--- config.mk ---
export PLATFORM = sky130hd
export DESIGN_NAME = mul_issue_ctrl
export DESIGN_NICKNAME = d
export VERILOG_FILES = /design/src/rtl/mul_issue_ctrl.sv
export SDC_FILE = /design/constraint.sdc
export NUM_CORES = 1
export LEC_CHECK = 0
export BUFFER_PORTS_ARGS = -buffer_cell sky130_fd_sc_hd__buf_4
export CORE_ASPECT_RATIO = 1.5
export CORE_MARGIN = 3
export CORE_UTILIZATION = 59
export DETAILED_ROUTE_END_ITERATION = 6
export PLACE_DENSITY = 0.8
export SLEW_MARGIN = 30
export SYNTH_ARGS = -nofsm -noshare
export SYNTH_HDL_FRONTEND = slang
export SYNTH_SLANG_ARGS = --single-unit
--- constraint.sdc ---
create_clock -name CLK_i -period 3.28 [get_ports CLK_i]
set_input_delay 0.492 -clock CLK_i [delete_from_list [all_inputs] [get_ports CLK_i]]
set_output_delay 0.492 -clock CLK_i [all_outputs]
set_load 0.005 [all_outputs]
--- src/rtl/mul_issue_ctrl.sv ---
// Issue controller for the 32x32 signed sequential multiplier: operand FIFO plus IDLE/ISSUE/WAIT/DONE sequencer.
// Optional zero-operand bypass is enabled by defining MUL_ZERO_SKIP_EN.
module mul_issue_ctrl #(
    parameter int DEPTH   = 4,
    parameter int TAG_W   = 4,
    parameter int TIMEOUT = 63
) (
    input  logic                     CLK_i,
    input  logic                     RSTN_i,
    input  logic                     S_VALID_i,
    output logic                     S_READY_o,
    input  logic [31:0]              S_DIN1_i,
    input  logic [31:0]              S_DIN2_i,
    input  logic [TAG_W-1:0]         S_TAG_i,
    input  logic                     FLUSH_i,
    output logic                     MUL_EN_o,
    output logic [31:0]              MUL_DIN1_o,
    output logic [31:0]              MUL_DIN2_o,
    input  logic                     MUL_BUSY_i,
    input  logic                     MUL_VALID_i,
    output logic                     DONE_o,
    output logic [TAG_W-1:0]         DONE_TAG_o,
    output logic                     DONE_ZERO_o,
    output logic                     ERR_o,
    output logic [$clog2(DEPTH):0]   LEVEL_o
);

    localparam int PW = $clog2(DEPTH);
    localparam int CW = PW + 1;
    localparam int TW = $clog2(TIMEOUT + 1);

    typedef enum logic [1:0] {IDLE, ISSUE, WAIT, DONE} state_t;

    state_t            state_q, state_d;
    logic [PW-1:0]     wr_ptr_q, wr_ptr_d, rd_ptr_q, rd_ptr_d;
    logic [CW-1:0]     count_q, count_d;
    logic [31:0]       mem1_q [DEPTH];
    logic [31:0]       mem1_d [DEPTH];
    logic [31:0]       mem2_q [DEPTH];
    logic [31:0]       mem2_d [DEPTH];
    logic [TAG_W-1:0]  memt_q [DEPTH];
    logic [TAG_W-1:0]  memt_d [DEPTH];
    logic [31:0]       din1_q, din1_d, din2_q, din2_d;
    logic [TAG_W-1:0]  tag_q, tag_d, done_tag_q, done_tag_d;
    logic              done_zero_q, done_zero_d;
    logic              err_q, err_d;
    logic [TW-1:0]     tmo_q, tmo_d;

    logic              s_ready, push, pop, zero_hit;
    logic [31:0]       head1, head2;
    logic [TAG_W-1:0]  head_tag;

    // Ready comes from registered occupancy only, so no input can reach it combinationally.
    assign s_ready  = (count_q != CW'(DEPTH));
    assign push     = S_VALID_i & s_ready & ~FLUSH_i;
    assign pop      = (state_q == IDLE) & (count_q != '0) & ~MUL_BUSY_i & ~FLUSH_i;
    assign head1    = mem1_q[rd_ptr_q];
    assign head2    = mem2_q[rd_ptr_q];
    assign head_tag = memt_q[rd_ptr_q];

`ifdef MUL_ZERO_SKIP_EN
    assign zero_hit = (head1 == 32'd0) | (head2 == 32'd0);
`else
    assign zero_hit = 1'b0;
`endif

    always_ff @(posedge CLK_i or negedge RSTN_i) begin
        if (!RSTN_i) begin
            state_q     <= IDLE;
            wr_ptr_q    <= '0;
            rd_ptr_q    <= '0;
            count_q     <= '0;
            mem1_q      <= '{default: '0};
            mem2_q      <= '{default: '0};
            memt_q      <= '{default: '0};
            din1_q      <= '0;
            din2_q      <= '0;
            tag_q       <= '0;
            done_tag_q  <= '0;
            done_zero_q <= 1'b0;
            err_q       <= 1'b0;
            tmo_q       <= '0;
        end else begin
            state_q     <= state_d;
            wr_ptr_q    <= wr_ptr_d;
            rd_ptr_q    <= rd_ptr_d;
            count_q     <= count_d;
            mem1_q      <= mem1_d;
            mem2_q      <= mem2_d;
            memt_q      <= memt_d;
            din1_q      <= din1_d;
            din2_q      <= din2_d;
            tag_q       <= tag_d;
            done_tag_q  <= done_tag_d;
            done_zero_q <= done_zero_d;
            err_q       <= err_d;
            tmo_q       <= tmo_d;
        end
    end

    always_comb begin
        state_d     = state_q;
        wr_ptr_d    = wr_ptr_q;
        rd_ptr_d    = rd_ptr_q;
        count_d     = count_q;
        mem1_d      = mem1_q;
        mem2_d      = mem2_q;
        memt_d      = memt_q;
        din1_d      = din1_q;
        din2_d      = din2_q;
        tag_d       = tag_q;
        done_tag_d  = done_tag_q;
        done_zero_d = 1'b0;
        err_d       = err_q;
        tmo_d       = tmo_q;

        if (push) begin
            mem1_d[wr_ptr_q] = S_DIN1_i;
            mem2_d[wr_ptr_q] = S_DIN2_i;
            memt_d[wr_ptr_q] = S_TAG_i;
            wr_ptr_d         = wr_ptr_q + PW'(1);
        end
        if (pop) begin
            rd_ptr_d = rd_ptr_q + PW'(1);
        end
        count_d = count_q + CW'(push) - CW'(pop);
        if (FLUSH_i) begin
            wr_ptr_d = '0;
            rd_ptr_d = '0;
            count_d  = '0;
        end

        case (state_q)
            IDLE: begin
                if (pop) begin
                    tag_d = head_tag;
                    if (zero_hit) begin
                        done_tag_d  = head_tag;
                        done_zero_d = 1'b1;
                        state_d     = DONE;
                    end else begin
                        din1_d  = head1;
                        din2_d  = head2;
                        state_d = ISSUE;
                    end
                end
            end
            ISSUE: begin
                tmo_d   = '0;
                state_d = WAIT;
            end
            WAIT: begin
                tmo_d = tmo_q + TW'(1);
                // A timeout is treated as a completion so the queue keeps draining.
                if (MUL_VALID_i & ~MUL_BUSY_i) begin
                    done_tag_d = tag_q;
                    state_d    = DONE;
                end else if (tmo_q == TW'(TIMEOUT - 1)) begin
                    err_d      = 1'b1;
                    done_tag_d = tag_q;
                    state_d    = DONE;
                end
            end
            DONE: begin
                state_d = IDLE;
            end
            default: state_d = IDLE;
        endcase
    end

    always_comb begin
        MUL_EN_o    = (state_q == ISSUE);
        DONE_o      = (state_q == DONE);
        S_READY_o   = s_ready;
        MUL_DIN1_o  = din1_q;
        MUL_DIN2_o  = din2_q;
        DONE_TAG_o  = done_tag_q;
        DONE_ZERO_o = done_zero_q;
        ERR_o       = err_q;
        LEVEL_o     = count_q;
    end

endmodule

; After elaboration in Yosys (flattened, before gate mapping)
; Index checks and enable logic that the tools add are counted.
[totals]
reg_bits = 360
inputBits = 74
out_inout_bits = 76
wordCells = 87
[op_classes]
add_sub_neg = 5
n_lt_le_gt_ge = 3
n_eq_ne = 7
muxes = 28
bitwise = 11
n_reduce_logical = 11
[op_table]
columns = op, count
row1 = $bwmux 128, 2
row2 = $mux 32, 5
row3 = $bmux 32 s2, 2
row4 = $demux 32 s2, 1
row5 = $mux 4, 5
row6 = $bwmux 16, 1
row7 = $mux 2, 7
row8 = $pmux 6 s2, 1
row9 = $bmux 4 s2, 1
row10 = $demux 4 s2, 1
row11 = $pmux 2 s4, 1
row12 = $reduce_bool 2->1, 4
row13 = $add 6x1->6 const B, 1
row14 = $and 1x1->1, 6
row15 = $eq 6x6->1 const B, 1
row16 = $ge 3x3->1 const B, 2
row17 = $ne 3x3->1 const B, 2
row18 = $not 2->3, 2
row19 = $reduce_and 2->1, 3
row20 = $add 2x1->2 const B, 2
row21 = $eq 2x2->1 const B, 2
row22 = $add 3x1->3, 1
row23 = $lt 3x1->1 const B, 1
row24 = $mux 3, 1
row25 = other kinds (8), 10

; Longest topological paths before layout
; Gate-level depths: netlist of run 1.
[logic_depth]
depth_word = 6
ltp_mapped = 10
mapped_depth_nobuf = 10

; Least setup slack after synthesis of run 1
; No wires, ideal clock.
[synth_path]
path_kind = register -> register
start = reg state_q[0]
end = reg count_q[1] (netlist: LEVEL_o[1])
setup_ns = 0.072
t_arrival_ns = 2.207
required_ns = 3.208
setup_slack_ns = 1.001
stages_incl_launch_ff = 10
n_path_buf = 3
synth_period_minus_slack_ns = 2.279
path_cell_list = dfrtp_1 -> inv_1 -> ha_1 -> or4b_1 -> clkbuf_1 -> buf_6 -> buf_4 -> a21oi_1 -> fa_1 -> nor2_1
[synth_between]
elab_chain_len = 6
[synth_lines]
columns = element, line_no
row1 = from (decl), 34  ; state_t state_q, state_d;
row2 = from (signal assigned), 84  ; state_q <= state_d;
row3 = $logic_not 2->1, 56  ; assign pop = (state_q == IDLE) & (count_q != '0) & ~MUL_BUSY_i & ~FLUSH_i;
row4 = $and 1x1->1 (3 in series), 56
row5 = $sub 3x1->3, 126  ; count_d = count_q + CW'(push) - CW'(pop);
row6 = $mux 3, 127  ; if (FLUSH_i) begin
row7 = named net count_d[1], 36  ; logic [CW-1:0] count_q, count_d;
row8 = to (signal assigned), 87  ; count_q <= count_d;
row9 = to (decl), 36
; The timed path passes the listed nets, and every way through them passes these cells.
; A chain may end at the register's enable or synchronous reset.

; Worst setup path in the final report of run 1
[layout_path]
start = reg count_q[1] (netlist: LEVEL_o[1])
end = reg mem2_q[33] in the netlist's numbering
[layout_between]
elab_chain_len = 3
[layout_lines]
columns = element, line_no
row1 = $ne 3x3->1, 54  ; assign s_ready = (count_q != CW'(DEPTH));
row2 = $and 1x1->1 (2 in series), 55  ; assign push = S_VALID_i & s_ready & ~FLUSH_i;
row3 = to (signal assigned), 89  ; mem2_q <= mem2_d;
row4 = to (decl), 39  ; logic [31:0] mem2_q [DEPTH];
; No other way between the ends.

==> results of run 1 <==
==> sequential cells by signal (all words and copies together) (netlist names) <==
signal and flops:
LEVEL_o 3, tmo_q 6, mem2_q 128, DONE_TAG_o 4
mem1_q 128, MUL_DIN2_o 32, tag_q 4, rd_ptr_q 2
MUL_DIN1_o 32, wr_ptr_q 2, memt_q 16, ERR_o 1
state_q 2
==> routing by layer <==
layer | GRT usage | share of wire
met2 | 0.4069 | 0.55
met4 | 0.06744 | 0.023
met3 | 0.04138 | 0.043
met1 | 0.2792 | 0.39
met5 | 0 | 0
==> logic make-up (layout without fill, tap and decap cells) <==
group                      Yosys count  in the layout
muxes                              413            413
xor gates and xnor gates             7              7
AOI/OAI and AO/OA                   15             15
adders and majority gates           12             12
other                                1              3
DFF                                360            360
and+or+nand+nor                     37             37
buffers and inverters               66            239
==> power by group <==
| group | switching (mW) | internal, mW | leakage (nW) |
|---|---|---|---|
| registers | 1.06 | 6.41 | 4.54 |
| clock network | 1.59 | 2.18 | 0.532 |
| logic | 1.40 | 2.98 | 3.22 |
| total | 4.06 | 11.6 | 8.29 |
==> through the flow <==
stage | utilization | instances | cell area (um2) | setup WS, ns
2_1_floorplan | - | 911 | 15410 | 1.001
3_3_place_gp | 0.6670 | 1355 | 16950 | 0.9994
3_5_place_dp | 0.6670 | 1355 | 16950 | 0.9481
4_1_cts | 0.7091 | 1412 | 18020 | 0.9226
5_1_grt | 0.7093 | 1414 | 18020 | 0.8121
6_report | 0.7093 | 1414 | 18020 | 0.9336
==> placed cells by master (no fill, tap or decap) <==
cell type  netlist  routed
nand2_1          5       5
dfrtp_4          0       2
or4b_4           0       1
nand4_1          1       1
nor3b_1          2       2
o22ai_1          1       1
nor2b_1          3       3
clkbuf_1        11       8
nand3_1          5       5
buf_8            2       1
a21o_1           1       1
o21ai_0          6       6
nand2_4          0       3
inv_1            9       9
mux4_2          68      68
clkbuf_8         0       6
ha_1            11      11
buf_12           0      12
or3b_1           1       1
buf_4            5     160
xnor2_1          4       4
nand3b_1         1       1
nor4bb_1         1       1
clkinv_2         0       6
mux2_4          20      20
fa_1             1       1
clkbuf_16        0      37
o31ai_1          2       2
conb_1           1       1
dfrtp_1        360     358
xor2_1           3       3
mux2_2         325     325
and4b_4          0       1
a21oi_1          5       5
diode_2          0       2
and3b_4          1       1
nor3_1           1       1
or3_1            1       1
nor2_1          10      10
==> critical path: stages, from the launching register on <==
cell     delay, ns
dfrtp_1       0.45
or3b_1        0.49
and3b_4       0.25
nand2_4       0.39
buf_12        0.27
mux2_2        0.36
==> worst paths after layout <==
| check | end | cells after the start | slack (ns) |
|---|---|---|---|
| max | mem2_q[33] | 5 | 0.93 |
| min | MUL_DIN2_o[30] | 1 | 0.02 |
| max reg2reg | mem2_q[33] | 5 | 0.93 |
| min reg2reg | mem1_q[63] | 1 | 0.50 |
| max in group asynchronous | MUL_DIN1_o[15] | 2 | 2.47 |
| min in group CLK_i | rd_ptr_q[0] | 2 | 0.23 |
==> final cells by class <==
type | instances | area [um2] | share of cell area
flip-flops and latches | 360 | 9016 | 0.5003
clock inverters | 6 | 30.03 | 0.001666
well taps | 328 | 410.4 | 0.02277
diodes | 2 | 5.005 | 0.0002777
inverters | 9 | 33.78 | 0.001875
clock buffers | 51 | 1039 | 0.05763
multi-input cells | 485 | 6031 | 0.3347
repair buffers | 173 | 1456 | 0.08082
==> metrics, run 1 <==
post-synth top area cell dfrtp_1; Synth top cells by count dfrtp_1 (360), mux2_2 (325), mux4_2 (68); post-synthesis cell count 911; post-synthesis xor/xnor area fraction 0.003978; post-route ant nets 0; Final Setup Violations 0; Synth Area in Compound Gates 0.005440; GP Congestion 0.7529; Initial Util 0.6066; clk sink count 360; multiplexer share of the synthesized area 0.3563; Post-synth EDFFs 0; first-pass GRT wire length 49.60 mm; Detailed Place HPWL 19.36 mm; vias in the first global route 9286; Horiz. Die Dim 138.0 um; Required @ worst endpoint 3.66 ns; Crit Path Class flop to flop; Final Max Slew Viols 0; Final period util 0.7154; CTS tree built; largest family of logic cells by synthesized area multiplexers; fmax 426.2 MHz; Worst Hold Class primary input to async pin; Synth-to-Final Area Change 16.94%; TritonRoute pass-1 iters 4; Max H-tree Level 2; ranking of synthesized cells by area dfrtp_1 (58%), mux2_2 (24%), mux4_2 (9.9%); clock slew at reported path FFs 0.06 ns; initial antenna violation count 2; element type at the critical path end flop; yosys warns 0; final number of hold-violating endpoints 0; launching point of the worst reg2reg path LEVEL_o[1]; IO Pins 150; critical path arrival 2.73 ns; detailed-route via count 8203; Post-Route Skew 0.008439 ns; Core ar. 25410 um2; clock tree buffer depth 3; Leakage 8.294 nW; Final nets 1150; DRT Wirelength 30.60 mm; Pwr Density 867.4 nW/um2; Yosys cell types 35; Synth async-reset ratio 1.000; MaxCap Viol Count 0; unrepaired setup endpoints after global routing false; peak supply drop 0.5247 mV; grt ovf 0; Worst Setup SP LEVEL_o[1]; share of layout cells above drive strength 1 0.5932; die area 28140 um2; Synth Area in Adders 0.01023; fraction of the yosys area taken by sequential cells 0.5846; total power draw 15.63 mW; post-cts resize count 0; Clock Root Buffer clkbuf_16; Simple-Gate Fraction of Synth Area 0.01364; Fill cells 1685; Mapped Area 15410 um2; Hold Buf Count CTS 0; Slew headroom 0.4732; CP max FO 26; Slew @ Worst Pin 0.7902 ns; register bit total from synthesis 360; status finished clean; initial drt markers 297; Worst setup SP type flop; Residual DRC 0; Avg Inst Size Synth 16.92 um2; count leader, synth dfrtp_1; Row Count 71; WL/cell 21.64 um; Tmin final 2.346 ns; number of port buffers 148; Die Height 203.9 um; worst hold slack 0.01628 ns; clk_lat worst skew 0.51 ns; DR vias/cell 5.801; post-CTS setup buffer count 0; largest net degree at the start of global routing 96; Synth Flop Type dfrtp_1; syn nets 997; gr usage total 0.2271; TritonCTS buffer count 35; post-synth top area share 0.5846; Fin Setup TNS 0 ns
No activity file was read; power rests on OpenSTA's default activity.
==> run 2: changes to the inputs <==
==> constraint.sdc (replaced) <==
create_clock -name CLK_i -period 2.2 [get_ports CLK_i]
set_input_delay 0.33 -clock CLK_i [delete_from_list [all_inputs] [get_ports CLK_i]]
set_output_delay 0.33 -clock CLK_i [all_outputs]
set_load 0.005 [all_outputs]
==> run 2 against run 1 <==
Against the previous run:
- via count up 1.4%
- combinational power grew 52%
- maximum frequency grew 13%
- critical endpoint is now mem1_q[98]
- wire length down 0.98%
- critical path type unchanged
- sequential power rose by 49%
- die area unchanged
- clock-buffer cell count up 2
- power up 51%
- cell count increased by 1.2%
- global-route usage down 0.24 points
- clock power increased by 53%
==> metrics, run 2 (same netlist as run 1, synthesis figures left out) <==
die area 28140 um2; worst hold slack 0.06448 ns; Critical Path Sink mem1_q[98]; most common cell after layout, fill and taps aside dfrtp_1; Detailed Place HPWL 19.48 mm; Worst setup SP type flop; share of layout cells above drive strength 1 0.6029; detailed-route via count 8318; Max H-tree Level 2; TritonCTS buffer count 35; Worst Setup SP LEVEL_o[2]; initial antenna violation count 1; initial drt markers 267; post-CTS setup buffer count 0; Final Setup Violations 0; n_diodes 0; fmax 481.5 MHz; largest net degree at the start of global routing 60; IO Pins 150; most frequent cells in the layout dfrtp_1 (358), mux2_2 (325), buf_4 (166), mux4_2 (68), clkbuf_16 (37); number of port buffers 148; Residual DRC 0; launching point of the worst reg2reg path LEVEL_o[2]; Initial Util 0.6066; clock tree buffer depth 3; Synth-to-Final Area Change 18.60%; Fin Setup TNS 0 ns; clk sink count 360; Slew headroom 0.6475; worst reg2reg path depth 6; GP Congestion 0.7907; DRT Wirelength 30.30 mm; area of the multi-input gates 6042 um2; clock network fraction of total power 0.246; Finished Cell Area 18280 um2; DR vias/cell 5.813; WL/cell 21.17 um; Post-Place Setup Slack 0.07216 ns; Switching Fraction 0.2595; Die Height 203.9 um; CTS tree built; Leakage 8.423 nW; Row Count 71; Required @ worst endpoint 2.59 ns; Final Max Slew Viols 0; critical path arrival 2.47 ns; combinational share of power 0.282; post-route worst setup slack 0.1229 ns; net switching power 6.106 mW; final number of hold-violating endpoints 0; Tmin final 2.077 ns; peak supply drop 0.7805 mV; Fill cells 1693; CP max FO 33; element type at the critical path end flop; Slew @ Worst Pin 0.5288 ns; Seq pwr share 0.472; status finished clean; first-pass GRT wire length 49.45 mm; vias in the first global route 9219; MaxCap Viol Count 0; unrepaired setup endpoints after global routing false; Core ar. 25410 um2; Crit Path Class flop to flop; gr usage total 0.2247; Final nets 1165; grt ovf 0; Int Power 17.42 mW; Horiz. Die Dim 138.0 um; biggest regs mem1_q: 128 flops, mem2_q: 128 flops; Clock Root Buffer clkbuf_16; reg2reg setup slack 0.12 ns; Final period util 0.9441; clk_lat worst skew 0.51 ns; sequential cell area 9016 um2; Post-Route Skew 0.01016 ns; clock slew at reported path FFs 0.06 ns; Pwr Density 1287 nW/um2; DP Area 17150 um2; worst r2r dst mem1_q[98]; post-route ant nets 0; Worst Hold Class primary input to flop; TritonRoute pass-1 iters 4
run 2: changes by cell type in the layout (fill, tap and decap cells not counted), sizes merged:
| cell | before | now |
|---|---|---|
| clkinv | 6 | 7 |
| buf | 173 | 187 |
| diode | 2 | 0 |
| clkinvlp | 0 | 1 |
| clkbuf | 51 | 53 |
| dlygate4sd3 | 0 | 1 |
run 2: what timing repair did:
| item | CTS | global route |
|---|---|---|
| endpoints found under the setup margin | 0 | 2 |
| hold buffers | 1 | 0 |
| gates resized for setup | 0 | 2 |
| endpoints found under the hold margin | 46 | 0 |
run 2: how the worst min path moves through the flow:
| stage | from | end | slack [ns] | cells past startpoint |
|---|---|---|---|---|
| finish | FLUSH_i | rd_ptr_q[0] | 0.06 | 2 |
| detailed placement | RSTN_i | mem2_q[61] | 0.32 | 1 |
| global placement | RSTN_i | mem2_q[123] | 0.31 | 1 |
| global route | FLUSH_i | LEVEL_o[2] | 0.05 | 2 |
| floorplan | RSTN_i | DONE_TAG_o[0] | 0.03 | 0 |
| CTS | FLUSH_i | rd_ptr_q[0] | 0.04 | 2 |
run 2: power by group through the flow:
stage	logic (mW)	clock network, mW	registers (mW)
global placement	6.49	0	11.0
global route	7.26	6.20	11.5
CTS	6.77	5.93	11.1
detailed placement	6.72	0	11.2
floorplan	4.59	0	10.7
finish	6.64	5.79	11.1
run 2: metal layers:
metal	vias up	global-route usage	share of wire
li1	3667	-	-
met1	4457	0.2865	0.40
met2	151	0.3928	0.53
met3	41	0.04532	0.044
met4	2	0.05932	0.022
met5	-	0	0.00066
run 2: metrics by stage:
step           power [mW]  std cells    util
2_1_floorplan       15.29        911       -
3_3_place_gp        17.49       1369  0.6749
3_5_place_dp        17.89       1369  0.6749
4_1_cts             23.80       1431  0.7190
5_1_grt             24.91       1431  0.7194
6_report            23.53       1431  0.7194
run 2: worst max-delay path, stage by stage (launching register included):
cell     delay [ns]
dfrtp_1        0.42
or3b_1         0.41
buf_4          0.17
and3b_4        0.21
nand2_4        0.12
buf_12         0.23
mux2_2         0.36
run 2: cell type report:
class	count	share of cell area
Sequential cell	360	0.4933
Multi-Input combinational cell	485	0.3306
Timing Repair Buffer	188	0.09098
Clock buffer	53	0.05832
Tap cell	328	0.02245
Clock inverter	8	0.002533
Inverter	9	0.001848
